<file path="src/rtl/vds_ctrl_pkg.sv">
// Shared register map, bit positions and helpers for the down scaler control block.
package vds_ctrl_pkg;

    // Register byte offsets
    localparam logic [31:0] REG_CTRL      = 32'h00;
    localparam logic [31:0] REG_STATUS    = 32'h04;
    localparam logic [31:0] REG_SRC_W     = 32'h08;
    localparam logic [31:0] REG_SRC_H     = 32'h0C;
    localparam logic [31:0] REG_DST_W     = 32'h10;
    localparam logic [31:0] REG_DST_H     = 32'h14;
    localparam logic [31:0] REG_HLOC_IN   = 32'h18;
    localparam logic [31:0] REG_VLOC_IN   = 32'h1C;
    localparam logic [31:0] REG_HLOC_OUT  = 32'h20;
    localparam logic [31:0] REG_VLOC_OUT  = 32'h24;
    localparam logic [31:0] REG_FRAME_CNT = 32'h28;
    localparam logic [31:0] LOGO_BASE     = 32'h40;
    localparam logic [31:0] LOGO_STRIDE   = 32'h10;

    localparam int MAX_LOGOS = 4;

    // CONTROL bit positions
    localparam int CTRL_RUN      = 0;
    localparam int CTRL_SOFT_RST = 1;
    localparam int CTRL_CONT     = 2;
    localparam int CTRL_IRQ_EN   = 4;
    localparam int CTRL_LOGO_EN  = 8;

    // STATUS bit positions
    localparam int STAT_DONE = 0;
    localparam int STAT_BUSY = 1;

    // Merge new_val into old_val one byte lane at a time under the write strobes
    function automatic logic [31:0] apply_strb(input logic [31:0] old_val,
                                               input logic [31:0] new_val,
                                               input logic [3:0]  strb);
        logic [31:0] res;
        res = old_val;
        for (int i = 0; i < 4; i++) begin
            if (strb[i]) res[i*8 +: 8] = new_val[i*8 +: 8];
        end
        return res;
    endfunction

endpackage

</file>
<file path="src/rtl/vds_ctrl_axil_if.sv">
// AXI4-Lite slave handshake engine: decoupled AW/W capture, single-beat
// write commit, and a one-cycle-latency registered read path.
module vds_ctrl_axil_if #(
    parameter int DATA_WIDTH = 32,
    parameter int ADDR_WIDTH = 8
) (
    input  logic                      S_AXI_ACLK,
    input  logic                      reset,
    input  logic [ADDR_WIDTH-1:0]     S_AXI_AWADDR,
    input  logic                      S_AXI_AWVALID,
    output logic                      S_AXI_AWREADY,
    input  logic [DATA_WIDTH-1:0]     S_AXI_WDATA,
    input  logic [DATA_WIDTH/8-1:0]   S_AXI_WSTRB,
    input  logic                      S_AXI_WVALID,
    output logic                      S_AXI_WREADY,
    output logic [1:0]                S_AXI_BRESP,
    output logic                      S_AXI_BVALID,
    input  logic                      S_AXI_BREADY,
    input  logic [ADDR_WIDTH-1:0]     S_AXI_ARADDR,
    input  logic                      S_AXI_ARVALID,
    output logic                      S_AXI_ARREADY,
    output logic [DATA_WIDTH-1:0]     S_AXI_RDATA,
    output logic [1:0]                S_AXI_RRESP,
    output logic                      S_AXI_RVALID,
    input  logic                      S_AXI_RREADY,
    output logic                      wr_en,
    output logic [ADDR_WIDTH-1:0]     wr_addr,
    output logic [DATA_WIDTH-1:0]     wr_data,
    output logic [DATA_WIDTH/8-1:0]   wr_strb,
    output logic                      rd_en,
    output logic [ADDR_WIDTH-1:0]     rd_addr,
    input  logic [DATA_WIDTH-1:0]     rd_data
);

    logic                    aw_held_reg;
    logic [ADDR_WIDTH-1:0]   aw_addr_reg;
    logic                    w_held_reg;
    logic [DATA_WIDTH-1:0]   w_data_reg;
    logic [DATA_WIDTH/8-1:0] w_strb_reg;
    logic                    bvalid_reg;
    logic                    rvalid_reg;
    logic [DATA_WIDTH-1:0]   rdata_reg;
    logic                    aw_hs;
    logic                    w_hs;

    assign S_AXI_AWREADY = !aw_held_reg && !bvalid_reg;
    assign S_AXI_WREADY  = !w_held_reg && !bvalid_reg;
    assign S_AXI_ARREADY = !rvalid_reg;
    assign S_AXI_BVALID  = bvalid_reg;
    assign S_AXI_RVALID  = rvalid_reg;
    assign S_AXI_RDATA   = rdata_reg;
    assign S_AXI_BRESP   = 2'b00;
    assign S_AXI_RRESP   = 2'b00;

    assign aw_hs = S_AXI_AWVALID && S_AXI_AWREADY;
    assign w_hs  = S_AXI_WVALID && S_AXI_WREADY;

    // Commit as soon as both halves exist, whether held or arriving this cycle
    assign wr_en   = (aw_held_reg || aw_hs) && (w_held_reg || w_hs);
    assign wr_addr = aw_held_reg ? aw_addr_reg : S_AXI_AWADDR;
    assign wr_data = w_held_reg ? w_data_reg : S_AXI_WDATA;
    assign wr_strb = w_held_reg ? w_strb_reg : S_AXI_WSTRB;

    assign rd_en   = S_AXI_ARVALID && S_AXI_ARREADY;
    assign rd_addr = S_AXI_ARADDR;

    // Write channel capture and response
    always_ff @(posedge S_AXI_ACLK) begin
        if (reset) begin
            aw_held_reg <= 1'b0;
            aw_addr_reg <= '0;
            w_held_reg  <= 1'b0;
            w_data_reg  <= '0;
            w_strb_reg  <= '0;
            bvalid_reg  <= 1'b0;
        end else if (wr_en) begin
            aw_held_reg <= 1'b0;
            w_held_reg  <= 1'b0;
            bvalid_reg  <= 1'b1;
        end else begin
            if (aw_hs) begin
                aw_held_reg <= 1'b1;
                aw_addr_reg <= S_AXI_AWADDR;
            end
            if (w_hs) begin
                w_held_reg <= 1'b1;
                w_data_reg <= S_AXI_WDATA;
                w_strb_reg <= S_AXI_WSTRB;
            end
            if (bvalid_reg && S_AXI_BREADY) bvalid_reg <= 1'b0;
        end
    end

    // Read data register, held until the master accepts it
    always_ff @(posedge S_AXI_ACLK) begin
        if (reset) begin
            rvalid_reg <= 1'b0;
            rdata_reg  <= '0;
        end else if (rd_en) begin
            rvalid_reg <= 1'b1;
            rdata_reg  <= rd_data;
        end else if (rvalid_reg && S_AXI_RREADY) begin
            rvalid_reg <= 1'b0;
        end
    end

endmodule

</file>
<file path="src/rtl/vds_ctrl_v2.sv">
// Down scaler control/status block: register file, frame-synchronous
// shadowing of geometry and logo windows, sticky done and level irq.
module vds_ctrl_v2
    import vds_ctrl_pkg::*;
#(
    parameter int DATA_WIDTH = 32,
    parameter int ADDR_WIDTH = 8,
    parameter int NUM_LOGOS  = 2
) (
    input  logic                          S_AXI_ACLK,
    input  logic                          reset,
    input  logic [ADDR_WIDTH-1:0]         S_AXI_AWADDR,
    input  logic                          S_AXI_AWVALID,
    output logic                          S_AXI_AWREADY,
    input  logic [DATA_WIDTH-1:0]         S_AXI_WDATA,
    input  logic [DATA_WIDTH/8-1:0]       S_AXI_WSTRB,
    input  logic                          S_AXI_WVALID,
    output logic                          S_AXI_WREADY,
    output logic [1:0]                    S_AXI_BRESP,
    output logic                          S_AXI_BVALID,
    input  logic                          S_AXI_BREADY,
    input  logic [ADDR_WIDTH-1:0]         S_AXI_ARADDR,
    input  logic                          S_AXI_ARVALID,
    output logic                          S_AXI_ARREADY,
    output logic [DATA_WIDTH-1:0]         S_AXI_RDATA,
    output logic [1:0]                    S_AXI_RRESP,
    output logic                          S_AXI_RVALID,
    input  logic                          S_AXI_RREADY,
    output logic                          run,
    output logic                          soft_reset,
    input  logic                          done,
    input  logic                          frame_start,
    input  logic [DATA_WIDTH-1:0]         hlocation_in,
    input  logic [DATA_WIDTH-1:0]         vlocation_in,
    input  logic [DATA_WIDTH-1:0]         hlocation_out,
    input  logic [DATA_WIDTH-1:0]         vlocation_out,
    output logic [DATA_WIDTH-1:0]         src_width,
    output logic [DATA_WIDTH-1:0]         src_height,
    output logic [DATA_WIDTH-1:0]         dst_width,
    output logic [DATA_WIDTH-1:0]         dst_height,
    output logic [NUM_LOGOS-1:0]          logo_valid,
    output logic [NUM_LOGOS*DATA_WIDTH-1:0] logo_hbegin,
    output logic [NUM_LOGOS*DATA_WIDTH-1:0] logo_hend,
    output logic [NUM_LOGOS*DATA_WIDTH-1:0] logo_vbegin,
    output logic [NUM_LOGOS*DATA_WIDTH-1:0] logo_vend,
    output logic                          irq
);

    genvar gi;

    logic                    wr_en;
    logic [ADDR_WIDTH-1:0]   wr_addr;
    logic [DATA_WIDTH-1:0]   wr_data;
    logic [DATA_WIDTH/8-1:0] wr_strb;
    logic                    rd_en;
    logic [ADDR_WIDTH-1:0]   rd_addr;
    logic [DATA_WIDTH-1:0]   rd_data;

    vds_ctrl_axil_if #(
        .DATA_WIDTH (DATA_WIDTH),
        .ADDR_WIDTH (ADDR_WIDTH)
    ) u_axil_if (
        .S_AXI_ACLK    (S_AXI_ACLK),
        .reset         (reset),
        .S_AXI_AWADDR  (S_AXI_AWADDR),
        .S_AXI_AWVALID (S_AXI_AWVALID),
        .S_AXI_AWREADY (S_AXI_AWREADY),
        .S_AXI_WDATA   (S_AXI_WDATA),
        .S_AXI_WSTRB   (S_AXI_WSTRB),
        .S_AXI_WVALID  (S_AXI_WVALID),
        .S_AXI_WREADY  (S_AXI_WREADY),
        .S_AXI_BRESP   (S_AXI_BRESP),
        .S_AXI_BVALID  (S_AXI_BVALID),
        .S_AXI_BREADY  (S_AXI_BREADY),
        .S_AXI_ARADDR  (S_AXI_ARADDR),
        .S_AXI_ARVALID (S_AXI_ARVALID),
        .S_AXI_ARREADY (S_AXI_ARREADY),
        .S_AXI_RDATA   (S_AXI_RDATA),
        .S_AXI_RRESP   (S_AXI_RRESP),
        .S_AXI_RVALID  (S_AXI_RVALID),
        .S_AXI_RREADY  (S_AXI_RREADY),
        .wr_en         (wr_en),
        .wr_addr       (wr_addr),
        .wr_data       (wr_data),
        .wr_strb       (wr_strb),
        .rd_en         (rd_en),
        .rd_addr       (rd_addr),
        .rd_data       (rd_data)
    );

    // ---------------- address decode ----------------
    logic [31:0] wr_off, rd_off, wr_rel, rd_rel;
    logic        ctrl_wr, stat_wr;
    logic        wr_logo_hit, rd_logo_hit;
    logic [1:0]  wr_logo_k, wr_logo_r, rd_logo_k, rd_logo_r;

    assign wr_off  = 32'(wr_addr) & 32'hFFFF_FFFC;
    assign rd_off  = 32'(rd_addr) & 32'hFFFF_FFFC;
    assign ctrl_wr = wr_en && (wr_off == REG_CTRL);
    assign stat_wr = wr_en && (wr_off == REG_STATUS);

    // Logo windows occupy a 16-byte block each; windows past NUM_LOGOS are holes
    assign wr_rel      = wr_off - LOGO_BASE;
    assign rd_rel      = rd_off - LOGO_BASE;
    assign wr_logo_k   = wr_rel[5:4];
    assign wr_logo_r   = wr_rel[3:2];
    assign rd_logo_k   = rd_rel[5:4];
    assign rd_logo_r   = rd_rel[3:2];
    assign wr_logo_hit = wr_en && (wr_off >= LOGO_BASE) &&
                         (wr_rel < 32'(MAX_LOGOS) * LOGO_STRIDE) && (int'(wr_logo_k) < NUM_LOGOS);
    assign rd_logo_hit = (rd_off >= LOGO_BASE) &&
                         (rd_rel < 32'(MAX_LOGOS) * LOGO_STRIDE) && (int'(rd_logo_k) < NUM_LOGOS);

    // ---------------- control / status ----------------
    logic                 run_reg, run_next;
    logic                 cont_reg, cont_next;
    logic                 irq_en_reg, irq_en_next;
    logic [NUM_LOGOS-1:0] logo_en_reg, logo_en_next;
    logic                 soft_reset_reg, soft_reset_next;
    logic                 done_reg, done_next;
    logic [31:0]          frame_cnt_reg, frame_cnt_next;
    logic                 irq_reg;
    logic                 shadow_load;

    // Next-state for CONTROL/STATUS/FRAME_CNT; later assignments take priority
    always_comb begin
        run_next        = run_reg;
        cont_next       = cont_reg;
        irq_en_next     = irq_en_reg;
        logo_en_next    = logo_en_reg;
        soft_reset_next = 1'b0;
        done_next       = done_reg;
        frame_cnt_next  = frame_cnt_reg;

        if (stat_wr && wr_strb[0] && wr_data[STAT_DONE]) done_next = 1'b0;
        if (done) begin
            done_next      = 1'b1;
            frame_cnt_next = frame_cnt_reg + 32'd1;
            if (!cont_reg) run_next = 1'b0;
        end
        if (ctrl_wr) begin
            if (wr_strb[0]) begin
                run_next        = wr_data[CTRL_RUN];
                cont_next       = wr_data[CTRL_CONT];
                irq_en_next     = wr_data[CTRL_IRQ_EN];
                soft_reset_next = wr_data[CTRL_SOFT_RST];
            end
            if (wr_strb[1]) logo_en_next = wr_data[CTRL_LOGO_EN +: NUM_LOGOS];
            if (soft_reset_next) begin
                run_next       = 1'b0;
                done_next      = 1'b0;
                frame_cnt_next = '0;
            end
        end
    end

    // Control/status register update; irq tracks the post-update state
    always_ff @(posedge S_AXI_ACLK) begin
        if (reset) begin
            run_reg        <= 1'b0;
            cont_reg       <= 1'b0;
            irq_en_reg     <= 1'b0;
            logo_en_reg    <= '0;
            soft_reset_reg <= 1'b0;
            done_reg       <= 1'b0;
            frame_cnt_reg  <= '0;
            irq_reg        <= 1'b0;
        end else begin
            run_reg        <= run_next;
            cont_reg       <= cont_next;
            irq_en_reg     <= irq_en_next;
            logo_en_reg    <= logo_en_next;
            soft_reset_reg <= soft_reset_next;
            done_reg       <= done_next;
            frame_cnt_reg  <= frame_cnt_next;
            irq_reg        <= irq_en_next & done_next;
        end
    end

    assign run         = run_reg;
    assign soft_reset  = soft_reset_reg;
    assign irq         = irq_reg;
    assign shadow_load = !run_reg || frame_start;

    // ---------------- geometry staging and shadows ----------------
    logic [4*DATA_WIDTH-1:0] geo_stage_flat;
    logic [4*DATA_WIDTH-1:0] geo_act_flat;

    for (gi = 0; gi < 4; gi++) begin : g_geo
        logic [DATA_WIDTH-1:0] stage_reg;
        logic [DATA_WIDTH-1:0] act_reg;
        logic                  hit;

        assign hit = wr_en && (wr_off == REG_SRC_W + 32'(4 * gi));

        // Staging write, and shadow copy taken from the pre-write staging value
        always_ff @(posedge S_AXI_ACLK) begin
            if (reset) begin
                stage_reg <= '0;
                act_reg   <= '0;
            end else begin
                if (hit) stage_reg <= apply_strb(stage_reg, wr_data, wr_strb);
                if (shadow_load) act_reg <= stage_reg;
            end
        end

        assign geo_stage_flat[gi*DATA_WIDTH +: DATA_WIDTH] = stage_reg;
        assign geo_act_flat[gi*DATA_WIDTH +: DATA_WIDTH]   = act_reg;
    end

    assign src_width  = geo_act_flat[0*DATA_WIDTH +: DATA_WIDTH];
    assign src_height = geo_act_flat[1*DATA_WIDTH +: DATA_WIDTH];
    assign dst_width  = geo_act_flat[2*DATA_WIDTH +: DATA_WIDTH];
    assign dst_height = geo_act_flat[3*DATA_WIDTH +: DATA_WIDTH];

    // ---------------- logo windows ----------------
    logic [NUM_LOGOS*4*DATA_WIDTH-1:0] logo_stage_flat;

    for (gi = 0; gi < NUM_LOGOS; gi++) begin : g_logo
        logic [DATA_WIDTH-1:0] stage_reg [4];
        logic [DATA_WIDTH-1:0] act_reg [4];
        logic                  valid_reg;

        // Window bounds staging plus frame-synchronous shadow of bounds and enable
        always_ff @(posedge S_AXI_ACLK) begin
            if (reset) begin
                for (int r = 0; r < 4; r++) begin
                    stage_reg[r] <= '0;
                    act_reg[r]   <= '0;
                end
                valid_reg <= 1'b0;
            end else begin
                for (int r = 0; r < 4; r++) begin
                    if (wr_logo_hit && (wr_logo_k == 2'(gi)) && (wr_logo_r == 2'(r)))
                        stage_reg[r] <= apply_strb(stage_reg[r], wr_data, wr_strb);
                    if (shadow_load) act_reg[r] <= stage_reg[r];
                end
                if (shadow_load) valid_reg <= logo_en_reg[gi];
            end
        end

        assign logo_valid[gi]                              = valid_reg;
        assign logo_hbegin[gi*DATA_WIDTH +: DATA_WIDTH]    = act_reg[0];
        assign logo_hend[gi*DATA_WIDTH +: DATA_WIDTH]      = act_reg[1];
        assign logo_vbegin[gi*DATA_WIDTH +: DATA_WIDTH]    = act_reg[2];
        assign logo_vend[gi*DATA_WIDTH +: DATA_WIDTH]      = act_reg[3];
        assign logo_stage_flat[(gi*4+0)*DATA_WIDTH +: DATA_WIDTH] = stage_reg[0];
        assign logo_stage_flat[(gi*4+1)*DATA_WIDTH +: DATA_WIDTH] = stage_reg[1];
        assign logo_stage_flat[(gi*4+2)*DATA_WIDTH +: DATA_WIDTH] = stage_reg[2];
        assign logo_stage_flat[(gi*4+3)*DATA_WIDTH +: DATA_WIDTH] = stage_reg[3];
    end

    // ---------------- read mux ----------------
    // Unmapped offsets and absent logo windows read as zero
    always_comb begin
        rd_data = '0;
        if (rd_logo_hit) begin
            rd_data = logo_stage_flat[int'({rd_logo_k, rd_logo_r})*DATA_WIDTH +: DATA_WIDTH];
        end else begin
            case (rd_off)
                REG_CTRL: begin
                    rd_data[CTRL_RUN]                    = run_reg;
                    rd_data[CTRL_CONT]                   = cont_reg;
                    rd_data[CTRL_IRQ_EN]                 = irq_en_reg;
                    rd_data[CTRL_LOGO_EN +: NUM_LOGOS]   = logo_en_reg;
                end
                REG_STATUS: begin
                    rd_data[STAT_DONE] = done_reg;
                    rd_data[STAT_BUSY] = run_reg;
                end
                REG_SRC_W:     rd_data = geo_stage_flat[0*DATA_WIDTH +: DATA_WIDTH];
                REG_SRC_H:     rd_data = geo_stage_flat[1*DATA_WIDTH +: DATA_WIDTH];
                REG_DST_W:     rd_data = geo_stage_flat[2*DATA_WIDTH +: DATA_WIDTH];
                REG_DST_H:     rd_data = geo_stage_flat[3*DATA_WIDTH +: DATA_WIDTH];
                REG_HLOC_IN:   rd_data = hlocation_in;
                REG_VLOC_IN:   rd_data = vlocation_in;
                REG_HLOC_OUT:  rd_data = hlocation_out;
                REG_VLOC_OUT:  rd_data = vlocation_out;
                REG_FRAME_CNT: rd_data = frame_cnt_reg;
                default:       rd_data = '0;
            endcase
        end
    end

endmodule

</file>
<file path="config.mk">
export PLATFORM = sky130hd
export DESIGN_NAME = vds_ctrl_v2
export DESIGN_NICKNAME = d
export VERILOG_FILES = /design/src/rtl/vds_ctrl_pkg.sv /design/src/rtl/vds_ctrl_axil_if.sv /design/src/rtl/vds_ctrl_v2.sv
export SDC_FILE = /design/constraint.sdc
export NUM_CORES = 1
export LEC_CHECK = 0
export CAP_MARGIN = 10
export CORE_MARGIN = 10
export CORE_UTILIZATION = 45
export CTS_BUF_LIST = sky130_fd_sc_hd__clkbuf_4
export DETAILED_ROUTE_END_ITERATION = 16
export HOLD_SLACK_MARGIN = 0.08
export PLACE_DENSITY = 0.7
export SYNTH_ARGS = -nofsm -noshare
export SYNTH_HDL_FRONTEND = slang
export SYNTH_SLANG_ARGS = --single-unit
</file>
<file path="constraint.sdc">
create_clock -name S_AXI_ACLK -period 11.6 [get_ports S_AXI_ACLK]
set_input_delay 1.16 -clock S_AXI_ACLK [delete_from_list [all_inputs] [get_ports S_AXI_ACLK]]
set_output_delay 1.16 -clock S_AXI_ACLK [all_outputs]
set_load 0.01 [all_outputs]
</file>
==> results.md, run 1 <==
* Final core occ at 0.584
* Placer Congestion at 0.940
* Max Cap Violations at 0
* Grt ovf at 0
* CP startpoint kind: flop
* Slowest cell delay on critical path at 0.98 ns
* Worst clock skew at 0.0864 ns
* Die X-Extent at 302 um
* Mapped Avg Cell Area at 12.5 um2
* Number of global-route vias before repair at 26600
* Initial antenna violation count at 20
* Top cells by area, synth: edfxtp_1 (43%), dfxtp_1 (21%), mux4_2 (4.8%)
* Leakage at 16.9 nW
* Comb power frac at 0.100
* Hold_buf cts at 0
* Flops & latches, synth at 888
* Post-synth cell types at 61
* Maximum clock path buffer count at 3
* Vias at 28000
* Layout Area Growth over Synthesis at 28.7%
* Synth area leader: edfxtp_1
* Final instance area at 46200 um2
* Main flop type after synthesis: edfxtp_1
* RSZ-0062 raised after global routing: no
* CP Class: reg2reg
* FP Rows at 103
* Mapped Cells at 2875
* Psw at 0.00178 W
* Arrival @ worst endpoint at 5.00 ns
* Gates resized, CTS repair at 0
* Internal power at 0.00497 W
* Total Routing Usage GR at 0.298
* Synthesized area at 35900 um2
* Commonest non-fill, non-tap cell in the layout: clkdlybuf4s50_1
* Clk slew on worst S/H paths at 0.07 ns
* Detailed-route DRC error count at 0
* CP bufs+invs at 1
* Seq/Total Area, Yosys at 0.638
* Clock network power share at 0.388
* Avg WL per Cell at 29.2 um
* Routed Antenna Nets at 0
* DP HPWL at 102 mm
* Critical Path, Cell by Cell: or3b_1, a222oi_1, and2_1, nand2_1, buf_4, o21ai_0
* Worst-path maximum fanout at 27
* Global-route wire length before repair at 194 mm
* Nets at 3763
* Clock sink count at 888
* DR vias/cell at 5.81
* Post-synth EDFFs at 512
* Final worst-path cycle share at 0.374
* CTS buffer count at 222
* Total Wirelength at 141 mm
* Setup violations, final at 0
* Pin count of the biggest net entering global routing at 246
* Drt first pass iters at 6
* Crit. End Element: flop
* Max Slew Vio Count at 0
* Synth top area share at 0.428
* Worst-Margin Slew at 1.31 ns
* Clk root buf: clkbuf_4
* Final min period at 4.34 ns
* Setup bufs post-CTS at 0
* Asr flop ratio synth at 0
* Final hold violation count at 0
* Required @ worst endpoint at 12.26 ns
* Die Height at 302 um
* Yosys warning count at 0
* Setup TNS at 0 ns
* H-Tree Depth at 4
* Placed Area at 43300 um2
* Die ar. at 91400 um2
* TritonCTS clock tree: done
* Port Buffers at 610
* Peak Freq at 230 MHz
* Max IR drop VDD at 0.0000822 V
* Pwr dens at 146 nW/um2
* Most frequent cells in the layout: clkdlybuf4s50_1 (607), edfxtp_1 (512), nor2_1 (391), dfxtp_1 (375), clkbuf_4 (326)
* I/O pin count at 619
* Switching Fraction at 0.264
* Initial Util at 0.454
* Share of layout cells above drive strength 1 at 0.167
* Status: complete, no violations
* Critical-path top delay cell: o21ai_0
* Core area at 79000 um2
* Top delay family on crit path: compound AO/OA/AOI/OAI gates
* Worst slew margin at 0.127
* Worst skew pair latency at 1.09 ns
* DRT iter0 DRCs at 3251
* Hold Crit Class: in2reg
* Sequential power share at 0.512
## metal layers
| layer | wire (um) | part of all wire | track usage | vias up |
|---|---|---|---|---|
| met2 | 63000 | 0.45 | 0.449 | 1744 |
| li1 | - | - | - | 12200 |
| met1 | 54100 | 0.38 | 0.390 | 13800 |
| met3 | 17500 | 0.12 | 0.0954 | 264 |
| met4 | 6030 | 0.043 | 0.134 | 12 |
| met5 | 92 | 0.00065 | 0 | - |
## cell type report
| cell class | count | area [um2] |
|---|---|---|
| antenna | 12 | 30.0 |
| timing repair buffer | 716 | 6910 |
| sequential | 888 | 22900 |
| tap | 1050 | 1310 |
| clock inverter | 86 | 404 |
| clock buffer | 324 | 2430 |
| multi-input combinational | 1735 | 12100 |
| fill | 6576 | 32800 |
| inverter | 10 | 45.0 |
## worst paths after layout
| kind | start | endpoint | slack [ns] | depth (start not counted) |
|---|---|---|---|---|
| max | u_axil_if.aw_held_reg | g_logo[1].stage_reg[2][31] | 7.26 | 6 |
| min | reset | u_axil_if.aw_addr_reg[7] | 0.41 | 2 |
| max reg2reg | u_axil_if.aw_held_reg | g_logo[1].stage_reg[2][31] | 7.26 | 6 |
| min reg2reg | u_axil_if.w_data_reg[6] | u_axil_if.w_data_reg[6] | 0.46 | 2 |
## cell usage after synthesis (5+ instances only)
cell,number
edfxtp_1,512
nor2_1,394
dfxtp_1,376
and2_1,260
clkbuf_1,186
a22o_1,150
a21oi_1,128
nand2_1,126
mux2i_1,78
mux4_2,76
o21ai_0,70
a311oi_1,50
a221oi_1,43
a22oi_1,43
a211oi_1,41
mux2_2,36
a31oi_1,32
buf_2,26
xor2_1,24
buf_1,23
nand3_1,23
nor3_1,17
a221o_1,16
or2_2,14
a222oi_1,11
nand4_1,11
buf_4,10
inv_1,9
nand2b_1,8
nand3b_1,8
and3_1,7
xnor2_1,7
nor2b_1,6
nor3b_1,6
nor4_1,6
and3b_1,5
## worst register-to-register path, delay by kind of cell (launching register included)
family	cells	cell delay (ns)
flip-flops	1	0.74
AO/OA/AOI/OAI	2	1.82
AND/OR/NAND/NOR	3	1.03
buffers and inverters	1	0.34
## power by group through the flow
stage	Combinational (W)	Sequential [W]	Clock, W
final	0.000674	0.00346	0.00262
after floorplan	0.000272	0.00352	0
after global placement	0.000658	0.00352	0
after CTS	0.000664	0.00346	0.00265
after global routing	0.000697	0.00346	0.00282
after detailed placement	0.000662	0.00353	0
## stage by stage
stage | setup WS [ns] | cells | hold slack, ns | total power [W]
2_1_floorplan | 4.15 | 2878 | 0.436 | 0.00380
3_3_place_gp | 6.44 | 4393 | 0.442 | 0.00418
3_5_place_dp | 6.38 | 4393 | 0.447 | 0.00419
4_1_cts | 7.18 | 4803 | 0.318 | 0.00678
5_1_grt | 6.97 | 4815 | 0.355 | 0.00698
6_report | 7.26 | 4821 | 0.415 | 0.00675
## cell families after synthesis
group,synth area share
XOR/XNOR,0.00757
AO/OA/AOI/OAI,0.121
buffers and inverters,0.0286
multiplexers,0.0808
adder cells (fa/ha/maj),0.000349
AND/OR/NAND/NOR,0.124
other,0.000105
flip-flops,0.638
Note: power is estimated with default switching activity, not from simulation.
==> inputs of run 2 (changes only) <==
clock period = 4.5 ns   (was 11.6 ns; I/O delays follow)
==> results.md, run 2 (synthesis results as in run 1) <==
* Avg WL per Cell at 27.7 um (-5.0%)
* Die ar. at 91400 um2 (unchanged)
* Most frequent cells in the layout: clkdlybuf4s50_1 (607), edfxtp_1 (512), nor2_1 (391), dfxtp_1 (375), clkbuf_4 (319)
* Reg area at 22900 um2 (about the same)
* Final worst-path cycle share at 0.777 (+0.402)
* CTS buffer count at 225 (+1.4%)
* Drt first pass iters at 8 (+2)
* Final std cells w/o fill at 4908 (+1.8%)
* Pin count of the biggest net entering global routing at 217 (-12%)
* Top cell by count, worst path: buf_4
* CP Class: reg2reg
* Total Wirelength at 136 mm (-3.3%)
* Commonest non-fill, non-tap cell in the layout: clkdlybuf4s50_1
* Critical Path, Cell by Cell: or3b_1, a222oi_1, buf_4, and2_1, nand2_1, o21ai_0, buf_4
* Die X-Extent at 302 um (unchanged)
* Maximum clock path buffer count at 3 (unchanged)
* Metal-1 WL at 54.1 mm (about the same)
* DR vias/cell at 5.76 (-0.78%)
* Max IR drop VDD at 0.000259 V (+210%)
* Max layer used: met5
* Nets at 3863 (+2.7%)
* Peak Freq at 286 MHz (+24%)
* Hold Crit Class: in2reg
* H-Tree Depth at 4 (unchanged)
* Worst Hold Path EP: u_axil_if.S_AXI_RDATA[19]
* TritonCTS clock tree: done
* Number of global-route vias before repair at 27500 (+3.1%)
* Placed Area at 43600 um2 (+0.79%)
* Total Routing Usage GR at 0.287 (-0.0106)
* RSZ-0062 raised after global routing: no
* Global-route wire length before repair at 191 mm (-1.6%)
* FP Rows at 103 (unchanged)
* Placer Congestion at 0.944 (+0.50%)
* Critical-path top delay cell: dfxtp_1
* Crit. End Element: flop
* Met2 WL at 62.1 mm (-1.4%)
* Vias at 28300 (+1.0%)
* Critical path depth in cells at 7 (+1)
* Hold Crit Start: vlocation_out[19]
* Metal3 WL at 16.3 mm (-6.8%)
* Pwr dens at 372 nW/um2 (+150%)
* Arrival @ worst endpoint at 4.24 ns (-0.76 ns)
* Worst skew pair latency at 1.09 ns (about the same)
* DP HPWL at 99.0 mm (-3.1%)
* Status: complete, no violations
* Clock sink count at 888 (unchanged)
* Initial antenna violation count at 21 (+5.0%)
* Worst clock skew at 0.0794 ns (-0.00704 ns)
* Setup violations, final at 0 (unchanged)
* Grt ovf at 0 (unchanged)
* Clk root buf: clkbuf_4
* Detailed-route DRC error count at 0 (unchanged)
* Final hold violation count at 0 (unchanged)
* Number of cells on the worst reg-to-reg path at 7 (+1)
* Multi-input gate area at 12100 um2 (+0.14%)
* Inst Count DP at 4422 (+0.66%)
* Routed Antenna Nets at 0 (unchanged)
* Final min period at 3.50 ns (-0.847 ns)
* Top delay family on crit path: simple AND/OR/NAND/NOR gates
* Clk slew on worst S/H paths at 0.06 ns (about the same)
* Reg2Reg Setup Slack at 1.00 ns (-6.25 ns)
* Final core occ at 0.598 (+0.0137)
* Setup TNS at 0 ns (unchanged)
* Leakage at 17.4 nW (+2.9%)
* Final hold slack at 0.177 ns (-0.237 ns)
* Max Cap Violations at 0 (unchanged)
* Layout Area Growth over Synthesis at 31.7%
* Die Height at 302 um (unchanged)
* Final instance area at 47200 um2 (+2.3%)
* FF-to-FF End: g_logo[1].stage_reg[1][22]
* Worst-path maximum fanout at 21 (-22%)
* Worst-Margin Slew at 1.23 ns (-0.0777 ns)
* CP bufs+invs at 2 (+1)
* Slowest cell delay on critical path at 0.74 ns (-0.24 ns)
* Share of layout cells above drive strength 1 at 0.170 (+0.00273)
* Required @ worst endpoint at 5.24 ns (-7.02 ns)
* Setup bufs post-CTS at 0 (unchanged)
* DRT iter0 DRCs at 3501 (+7.7%)
* Worst slew margin at 0.162 (+0.0355)
* CP startpoint kind: flop
* Port Buffers at 610 (unchanged)
* Core area at 79000 um2 (unchanged)
* Max Slew Vio Count at 0 (unchanged)
* Reg-to-reg startpoint: u_axil_if.aw_held_reg
* Initial Util at 0.454 (unchanged)
* Layout fillers at 6451 (-1.9%)
* I/O pin count at 619 (unchanged)
* Hold path depth at 3 (+1)
[run 2: where the power goes]
part | total [W] | internal, W | leakage [nW] | switching, W
clock network | 0.00691 | 0.00351 | 1.69 | 0.00341
registers | 0.00891 | 0.00878 | 8.72 | 0.000134
logic | 0.00177 | 0.000741 | 7.01 | 0.00103
[run 2: routing by layer]
| metal | GRT usage | vias to the layer above |
|---|---|---|
| met5 | 0 | - |
| li1 | - | 12400 |
| met2 | 0.443 | 1681 |
| met3 | 0.0966 | 214 |
| met4 | 0.0927 | 10 |
| met1 | 0.379 | 14000 |
[run 2: area by class of cell]
type	instances	share of cell area
Sequential cell	888	0.485
Multi-Input combinational cell	1735	0.257
Timing Repair Buffer	813	0.168
Clock buffer	319	0.0507
Tap cell	1050	0.0278
Clock inverter	75	0.00990
Inverter	10	0.00122
Antenna cell	18	0.000953
[run 2: through the flow]
step	worst slack (ns)	total power, W
2_1_floorplan	-0.777	0.00979
3_3_place_gp	0.883	0.0108
3_5_place_dp	0.869	0.0108
4_1_cts	1.02	0.0177
5_1_grt	0.781	0.0182
6_report	1.00	0.0176
[run 2: worst min-delay path, cell delays in order]
cell,delay [ns]
clkdlybuf4s50_1,0.46
a221oi_1,0.08
a31oi_1,0.17
[run 2: timing repair]
item	4_1_cts	5_1_grt
hold endpoints to repair	99	0
gates resized for setup	0	0
setup endpoints to repair	0	0
hold buffers	74	0
[run 2: how the worst max path moves through the flow]
stage	to	startpoint	slack [ns]
3_3_place_gp	g_logo[1].stage_reg[1][20]	S_AXI_AWVALID	0.88
6_report	g_logo[1].stage_reg[1][22]	u_axil_if.aw_held_reg	1.00
5_1_grt	g_logo[1].stage_reg[1][17]	u_axil_if.aw_held_reg	0.78
2_1_floorplan	g_logo[0].act_reg[0][0]	reset	-0.78
3_5_place_dp	g_logo[1].stage_reg[1][21]	S_AXI_AWVALID	0.87
4_1_cts	g_logo[1].stage_reg[1][18]	u_axil_if.aw_held_reg	1.02
